[src/rtl/timer_sched_pkg.sv]
// Shared constants for the timer_sched alarm scheduler: register indices,
// scheduler states and the slot ceiling.
package timer_sched_pkg;

    localparam int unsigned MAX_SLOT = 8;

    localparam logic [3:0] DL_BASE = 4'd0;
    localparam logic [3:0] PEND    = 4'd8;
    localparam logic [3:0] ARMED   = 4'd9;
    localparam logic [3:0] TIME    = 4'd10;
    localparam logic [3:0] NEXT    = 4'd11;

    typedef enum logic [1:0] {IDLE, SCAN, WAIT} state_t;

endpackage

[src/rtl/timer_due_cmp.sv]
// Wrap-aware deadline arithmetic: is deadline a due, and does a expire before b,
// both measured relative to the current system time.
module timer_due_cmp (
    input  logic [31:0] time_i,
    input  logic [31:0] a_dl,
    input  logic [31:0] b_dl,
    output logic        due,
    output logic        earlier
);

    assign due     = $signed(32'(time_i - a_dl)) >= 32'sd0;
    assign earlier = $signed(32'(a_dl - time_i)) < $signed(32'(b_dl - time_i));

endmodule

[src/rtl/timer_sched.sv]
// Multi-slot alarm scheduler: scans armed slots for the earliest deadline,
// then watches time_i with a single comparator and raises pending/int_o.
module timer_sched
    import timer_sched_pkg::*;
#(
    parameter int unsigned NSLOT = 4
) (
    input  logic        wb_clk_i,
    input  logic        rst_i,
    input  logic        cyc_i,
    input  logic        stb_i,
    input  logic [3:0]  adr_i,
    input  logic        we_i,
    input  logic [31:0] dat_i,
    output logic [31:0] dat_o,
    output logic        ack_o,
    input  logic [31:0] time_i,
    output logic        int_o
);

    localparam int unsigned    IW   = $clog2(MAX_SLOT);
    localparam logic [IW-1:0]  LAST = IW'(NSLOT - 1);

    logic [31:0]      dl [NSLOT];
    logic [NSLOT-1:0] armed, pending, armed_nx, pending_nx, dl_wr;
    state_t           state;
    logic [IW-1:0]    scan_i, cand_idx, best_idx;
    logic [31:0]      cand_dl, best_dl, scan_dl;
    logic             cand_found, valid, rescan, scan_armed;
    logic             wr, cfg_wr, take, fire, start_scan;
    logic             scan_earlier, scan_due, wait_due, wait_earlier;
    logic             unused_cmp;

    assign wr     = cyc_i & stb_i & we_i;
    assign ack_o  = cyc_i & stb_i;
    assign cfg_wr = (|dl_wr) || (wr && adr_i == ARMED);

    always_comb begin
        dl_wr      = '0;
        scan_dl    = '0;
        scan_armed = 1'b0;
        for (int unsigned n = 0; n < NSLOT; n++) begin
            dl_wr[n] = wr && (adr_i == DL_BASE + 4'(n));
            if (scan_i == IW'(n)) begin
                scan_dl    = dl[n];
                scan_armed = armed[n];
            end
        end
    end

    timer_due_cmp u_scan_cmp (
        .time_i  (time_i),
        .a_dl    (scan_dl),
        .b_dl    (cand_dl),
        .due     (scan_due),
        .earlier (scan_earlier)
    );

    timer_due_cmp u_wait_cmp (
        .time_i  (time_i),
        .a_dl    (best_dl),
        .b_dl    (cand_dl),
        .due     (wait_due),
        .earlier (wait_earlier)
    );

    assign unused_cmp = scan_due ^ wait_earlier;

    // Strict "earlier" keeps the lower index on ties since slots are visited in order.
    assign take       = scan_armed && (!cand_found || scan_earlier);
    assign fire       = (state == WAIT) && wait_due;
    assign start_scan = rescan || fire;

    // Order matters: fire sets pending over W1C, a DL write re-arms over the fire clear.
    always_comb begin
        armed_nx   = armed;
        pending_nx = pending;
        if (wr && adr_i == PEND)
            pending_nx = pending & ~dat_i[NSLOT-1:0];
        for (int unsigned n = 0; n < NSLOT; n++) begin
            if (fire && best_idx == IW'(n)) begin
                pending_nx[n] = 1'b1;
                armed_nx[n]   = 1'b0;
            end
        end
        if (wr && adr_i == ARMED)
            armed_nx = armed_nx & ~dat_i[NSLOT-1:0];
        armed_nx = armed_nx | dl_wr;
    end

    always_comb begin
        dat_o = '0;
        case (adr_i)
            PEND:    dat_o = 32'(pending);
            ARMED:   dat_o = 32'(armed);
            TIME:    dat_o = time_i;
            NEXT:    dat_o = {valid, 4'b0, best_idx, 24'b0};
            default: begin
                for (int unsigned n = 0; n < NSLOT; n++)
                    if (adr_i == DL_BASE + 4'(n))
                        dat_o = dl[n];
            end
        endcase
    end

    always_ff @(posedge wb_clk_i or posedge rst_i) begin
        if (rst_i) begin
            armed      <= '0;
            pending    <= '0;
            int_o      <= 1'b0;
            for (int unsigned n = 0; n < NSLOT; n++)
                dl[n] <= '0;
            state      <= IDLE;
            scan_i     <= '0;
            cand_idx   <= '0;
            cand_dl    <= '0;
            cand_found <= 1'b0;
            best_idx   <= '0;
            best_dl    <= '0;
            valid      <= 1'b0;
            rescan     <= 1'b0;
        end else begin
            armed   <= armed_nx;
            pending <= pending_nx;
            int_o   <= |pending;
            for (int unsigned n = 0; n < NSLOT; n++)
                if (dl_wr[n])
                    dl[n] <= dat_i;

            // A fire or rescan from any state restarts the scan at slot 0.
            if (start_scan) begin
                state      <= SCAN;
                scan_i     <= '0;
                cand_found <= 1'b0;
                valid      <= 1'b0;
                rescan     <= 1'b0;
            end else if (state == SCAN) begin
                if (scan_i == LAST) begin
                    if (cand_found || take) begin
                        best_idx <= take ? scan_i : cand_idx;
                        best_dl  <= take ? scan_dl : cand_dl;
                        valid    <= 1'b1;
                        state    <= WAIT;
                    end else begin
                        state    <= IDLE;
                    end
                end else begin
                    scan_i <= scan_i + 1'b1;
                    if (take) begin
                        cand_idx   <= scan_i;
                        cand_dl    <= scan_dl;
                        cand_found <= 1'b1;
                    end
                end
            end

            if (cfg_wr)
                rescan <= 1'b1;
        end
    end

endmodule
[config.mk]
export PLATFORM = sky130hd
export DESIGN_NAME = timer_sched
export DESIGN_NICKNAME = d
export VERILOG_FILES = /design/src/rtl/timer_sched_pkg.sv /design/src/rtl/timer_due_cmp.sv /design/src/rtl/timer_sched.sv
export SDC_FILE = /design/constraint.sdc
export NUM_CORES = 1
export LEC_CHECK = 0
export BUFFER_PORTS_ARGS = -buffer_cell sky130_fd_sc_hd__buf_2
export CORE_ASPECT_RATIO = 1.5
export CORE_UTILIZATION = 46
export DETAILED_ROUTE_END_ITERATION = 8
export PLACE_DENSITY_LB_ADDON = 0.08
export SETUP_SLACK_MARGIN = 0.5
export SLEW_MARGIN = 20
export SYNTH_ARGS = -nofsm -noshare
export SYNTH_HDL_FRONTEND = slang
export SYNTH_SLANG_ARGS = --single-unit
[constraint.sdc]
create_clock -name wb_clk_i -period 8.7 [get_ports wb_clk_i]
set_input_delay 0.87 -clock wb_clk_i [delete_from_list [all_inputs] [get_ports wb_clk_i]]
set_output_delay 0.87 -clock wb_clk_i [all_outputs]
set_load 0.03 [all_outputs]
# After elaboration in Yosys (flattened, before gate mapping)
# Cells that the tools add are included.
[classes]
addsub = 4
mux = 42
n_bitwise = 8
reduce_logical = 37
magnitude_cmp = 2
eq_ne = 16
[ops]
columns = ["op", "count"]
rows = [
  ["$mux W32", 9],
  ["$pmux W32 S4", 1],
  ["$sub A32 B32 Y32", 3],
  ["$ge A32 B1 Y1 const B", 1],
  ["$lt A32 B32 Y1", 1],
  ["$mux W1", 22],
  ["$reduce_bool A2 Y1", 9],
  ["$eq A4 B4 Y1 const B", 4],
  ["$eq A3 B2 Y1 const B", 4],
  ["$logic_and A1 B1 Y1", 12],
  ["$mux W3", 4],
  ["$reduce_and A3 Y1", 3],
  ["$and A4 B4 Y4", 2],
  ["$eq A4 B2 Y1 const B", 2],
  ["$mux W2", 4],
  ["$mux W4", 2],
  ["$reduce_or A4 Y1", 2],
  ["$eq A3 B1 Y1 const B", 2],
  ["$logic_not A3 Y1", 2],
  ["$eq A4 B1 Y1 const B", 1],
  ["$logic_not A4 Y1", 1],
  ["$logic_or A1 B1 Y1", 4],
  ["$not A4 Y4", 1],
  ["$or A4 B4 Y4", 1],
  ["other kinds (9)", 12],
]
[word_totals]
out_inout_bits = 34
regBits = 215
wordCells = 128
in_bits = 73

# Longest topological paths before layout
[logic_depth]
depth_word = 14
mapped_depth = 31

# Modules after synthesis
# Synthesis repeated with hierarchy kept, for this count alone.
[unflattened]
cells_unflattened = 2194
area_unflattened_um2 = 19904.1
[by_module_without_submodules]
columns = ["module", "cells_per_inst", "seq_area_each_um2", "instances", "area_each_um2"]
rows = [
  ["timer_sched", 957, 5380.2, 1, 10990.5],
  ["timer_due_cmp (u_scan_cmp)", 621, 0.0, 1, 4471.8],
  ["timer_due_cmp (u_wait_cmp)", 616, 0.0, 1, 4441.8],
]

# Worst setup path before layout
# Ideal clock, no wire load.
[synth_path]
path_type = "reg-to-reg"
from = "register scan_i[1]"
to = "register cand_dl[10]"
setup_time_ns = 0.128
required_ns = 8.572
arrival_time_ns = 5.888
slack_ns = 2.685
stages_incl_launch_ff = 28
cell_sequence = "dfrtp_1 inv_1 ha_1 nor3b_2 clkbuf_1 a221oi_1 nor3_1 a21oi_1 ha_1 fa_1 nor2b_1 o31a_1 o21ai_0 o41ai_1 nand3_1 o21bai_1 a21oi_1 xnor2_1 ha_1 a21o_1 a21o_1 a21oi_1 o21ai_0 o211ai_1 o211ai_1 nor4_4 buf_6 mux2_1"
[synth_between]
elab_chain_len = 10
elab_cells_between_ends = 19
[synth_lines]
columns = ["item", "line", "text"]
rows = [
  ["start, declared", "timer_sched.sv:27", "logic [IW-1:0] scan_i, cand_idx, best_idx;"],
  ["start signal, assigned", "timer_sched.sv:148", "scan_i <= scan_i + 1'b1;"],
  ["$logic_not A3 Y1", "timer_sched.sv:44", "if (scan_i == IW'(n)) begin"],
  ["$mux W32 (4 in a row)", "timer_sched.sv:44", ""],
  ["$sub A32 B32 Y32", "timer_due_cmp.sv:12", "assign earlier = $signed(32'(a_dl - time_i)) < $signed(32'(b_dl - time_i));"],
  ["$lt A32 B32 Y1", "timer_due_cmp.sv:12", ""],
  ["$logic_or A1 B1 Y1", "timer_sched.sv:70", "assign take = scan_armed && (!cand_found || scan_earlier);"],
  ["$logic_and A1 B1 Y1", "timer_sched.sv:70", ""],
  ["$mux W32", "n/a", ""],
  ["end signal, assigned", "timer_sched.sv:151", "cand_dl <= scan_dl;"],
  ["end, declared", "timer_sched.sv:28", "logic [31:0] cand_dl, best_dl, scan_dl;"],
]
# Parallel ways exist; a longest one is shown, timed or not.
# A chain may end at the register's enable or synchronous reset.

# Worst setup path in the final report
[layout_path]
from = "register scan_i[1]"
to = "register best_dl[12]"
[layout_between]
elab_chain_len = 11
elab_cells_between_ends = 19
[layout_lines]
columns = ["item", "line", "text"]
rows = [
  ["$logic_not A3 Y1", "timer_sched.sv:44", ""],
  ["$mux W32 (4 in a row)", "timer_sched.sv:44", ""],
  ["$sub A32 B32 Y32", "timer_due_cmp.sv:12", ""],
  ["$lt A32 B32 Y1", "timer_due_cmp.sv:12", ""],
  ["$logic_or A1 B1 Y1", "timer_sched.sv:70", ""],
  ["$logic_and A1 B1 Y1", "timer_sched.sv:70", ""],
  ["$logic_or A1 B1 Y1", "timer_sched.sv:139", "if (cand_found || take) begin"],
  ["$reduce_and A4 Y1 (no line)", "n/a", ""],
  ["end signal, assigned", "timer_sched.sv:141", "best_dl <= take ? scan_dl : cand_dl;"],
  ["end, declared", "timer_sched.sv:28", ""],
]
# Parallel ways exist; a longest one is shown, timed or not.

==> impl_metrics.toml <==
[routing]
wl_met1_um = 21000
wl_met2_um = 24900
firstDrtPassIters = 7
top_layer = "met5"
wire_per_inst_um = 23.44
wl_um = 50580
met3_length_um = 2507
ant_nets = 0
drt_iter0_drc = 980
vias_per_cell = 6.279
drc = 4
vias = 13551

[pwr]
powerDensity_mw_per_mm2 = 281.8
p_leak_uw = 0.008054
ir_worst_vdd_v = 0.0001874

[die]
ioPinCount = 107
die_h_um = 227.0
die_x_um = 152.0
core.rowCount = 82
die_area_mm2 = 0.03449
start_util = 0.4655
fp.coreArea_mm2 = 0.03334

[worst_setup_path]
slowest_stage = "o41ai_1"
crit_type = "register to register"
r2r_slack_ns = 1.60
start_kind = "register"
cp.required_ns = 9.16
critPathMaxFanout = 35
end_kind = "register"
max_stage_delay_ns = 0.85
crit_arrival_ns = 7.56

[clocking]
cts_buffers = 23
cts-root-buf = "clkbuf_16"
cts_tree = "yes"
clk_pin_slew_worst_paths_ns = 0.06
cts.htree.levels = 1
cts_resized = 0
clock_path_buffers = 3
cts.sinks = 215
post_cts_buffers = 0
cts.hold.buffers_added = 0
clk_latency_ns = 0.53

[cells_and_area]
drive_above_1_share = 0.1870
nNetsFinal = 1927
final_cells = 2158
finalInstanceArea_mm2 = 0.01715
n_antenna_cell = 0
final_common_cell = "dfrtp_1"
area_growth_pct = 10.48
layout_common_cells = "215 x dfrtp_1, 138 x o21ai_0, 134 x mux2_2"

[sta]
relSlewSlack = 0.2704
fin_worst_skew_ns = 0.01666
period_share = 0.8162
worst_slew_pin_slew_ns = 1.094
fmax_ghz = 0.1408
slew_violations = 0
fin_tns_setup_ns = 0
rsz0062_at_grt = "no"
finalSetupViolCount = 0
min_period_ns = 7.101
finalHoldViolations = 0

[placed_design]
gp_congestion = 0.9157
hpwl_um = 36160
io_buffers = 106
post_dp_cell_area_mm2 = 0.01644
placed_cells = 2118

[synth]
synth-seq-cells = 215
synth.distinct_cells = 68
syn_avg_cell_area_um2 = 9.350
synth-edff-count = 0
yosysWarnings = 0
ys_top_cells_by_area = "dfrtp_1 35%, ha_1 10%, mux2_2 9.7%"
synthArstFlopShare = 1.000
syn_inst = 1660
synth_top_flop_cell = "dfrtp_1"
synth_top_area_cell = "dfrtp_1"
ys_seq_area_frac = 0.3466
yosys.area.top_type_share = 0.3466
netlist_area_mm2 = 0.01552
synth.net_count = 1864

[outcome]
status = "complete, but fails checks"
violations = "design-rule violations"

[global_routing]
antenna_found_initial = 1
grt_pass1_vias = 13456
grt.total_usage = 0.2942
grt_max_degree = 80
grt_overflow = 0
grt_pass1_wl_um = 78210

[run]
drv_cap = 0

[hold_path]
hp-class = "input pin to asynchronous set/reset pin"
[registers in the layout, indices dropped and copies added (netlist names)]
signal      flops
valid           1
int_o           1
cand_dl        32
best_idx        3
armed           4
pending         4
state           2
best_dl        32
cand_idx        3
cand_found      1
scan_i          3
dl            128
rescan          1
[synth_stat cells (25+ instances only)]
library cell	instances
nand2_1	99
nor2b_1	25
a21o_1	31
xnor2_1	36
ha_1	129
a31oi_1	42
o21ai_0	138
mux2_1	27
a221o_1	34
nand3_1	83
clkbuf_1	73
mux2i_1	32
dfrtp_1	215
inv_1	81
a21oi_1	87
nand4_1	49
mux2_2	134
nor2_1	95
[power by group]
| group | switching (uW) | total [uW] | internal, uW |
|---|---|---|---|
| clock network | 423 | 952 | 530 |
| logic | 1530 | 2540 | 1000 |
| registers | 166 | 1340 | 1180 |
[metal layers]
layer | vias up | global-route usage
li1 | 6299 | -
met3 | 115 | 0.03008
met2 | 417 | 0.5237
met1 | 6718 | 0.3604
met5 | - | 0
met4 | 2 | 0.1353
[critical path, delay by kind of cell, from the launching register on]
kind	cells	cell delay, ns
AO/OA/AOI/OAI	12	3.27
flip-flops	1	0.45
buffers and inverters	2	0.54
XOR/XNOR	1	0.14
AND/OR/NAND/NOR	9	1.43
adder cells (fa/ha/maj)	4	1.17
[path summary, 6_finish.rpt]
check                                from          end  cells past startpoint
max in group asynchronous           rst_i  cand_dl[24]                      3
worst max register to register  scan_i[1]  best_dl[12]                     28
worst min-delay path                rst_i       dl[71]                      2
worst max-delay path            scan_i[1]  best_dl[12]                     28
worst min register to register    dl[113]      dl[113]                      1
min in group wb_clk_i             dl[113]      dl[113]                      1
[logic make-up (layout without fill, tap and decap cells)]
group                      Yosys count  after routing  share of synthesized area
AOI/OAI and AO/OA                  455            455                     0.1915
xor gates and xnor gates            57             57                    0.03216
adders and majority gates          131            131                     0.1066
buffers and inverters              174            252                    0.04361
DFF                                215            215                     0.3466
muxes                              196            196                     0.1418
and+or+nand+nor                    432            432                     0.1378
[through the flow]
stage	util	setup WS, ns	hold slack (ns)	total power [uW]
4_1_cts	0.5141	1.688	0.4374	4834
3_5_place_dp	0.4932	1.749	0.5193	3867
3_3_place_gp	0.4932	1.774	0.5112	3839
6_report	0.5143	1.599	0.4015	4832
5_1_grt	0.5143	1.081	0.4703	5163
2_1_floorplan	-	1.951	0.4572	3136
[cell type report]
class / count / area, um^2
Fill cell: 3109 / 16200
Tap cell: 420 / 525.5
Clock inverter: 5 / 28.78
Clock buffer: 35 / 670.6
Sequential cell: 215 / 5380
Multi-Input combinational cell: 1271 / 9509
Inverter: 81 / 311.5
Timing Repair Buffer: 131 / 721.9
(Power assumes the default switching activity.)
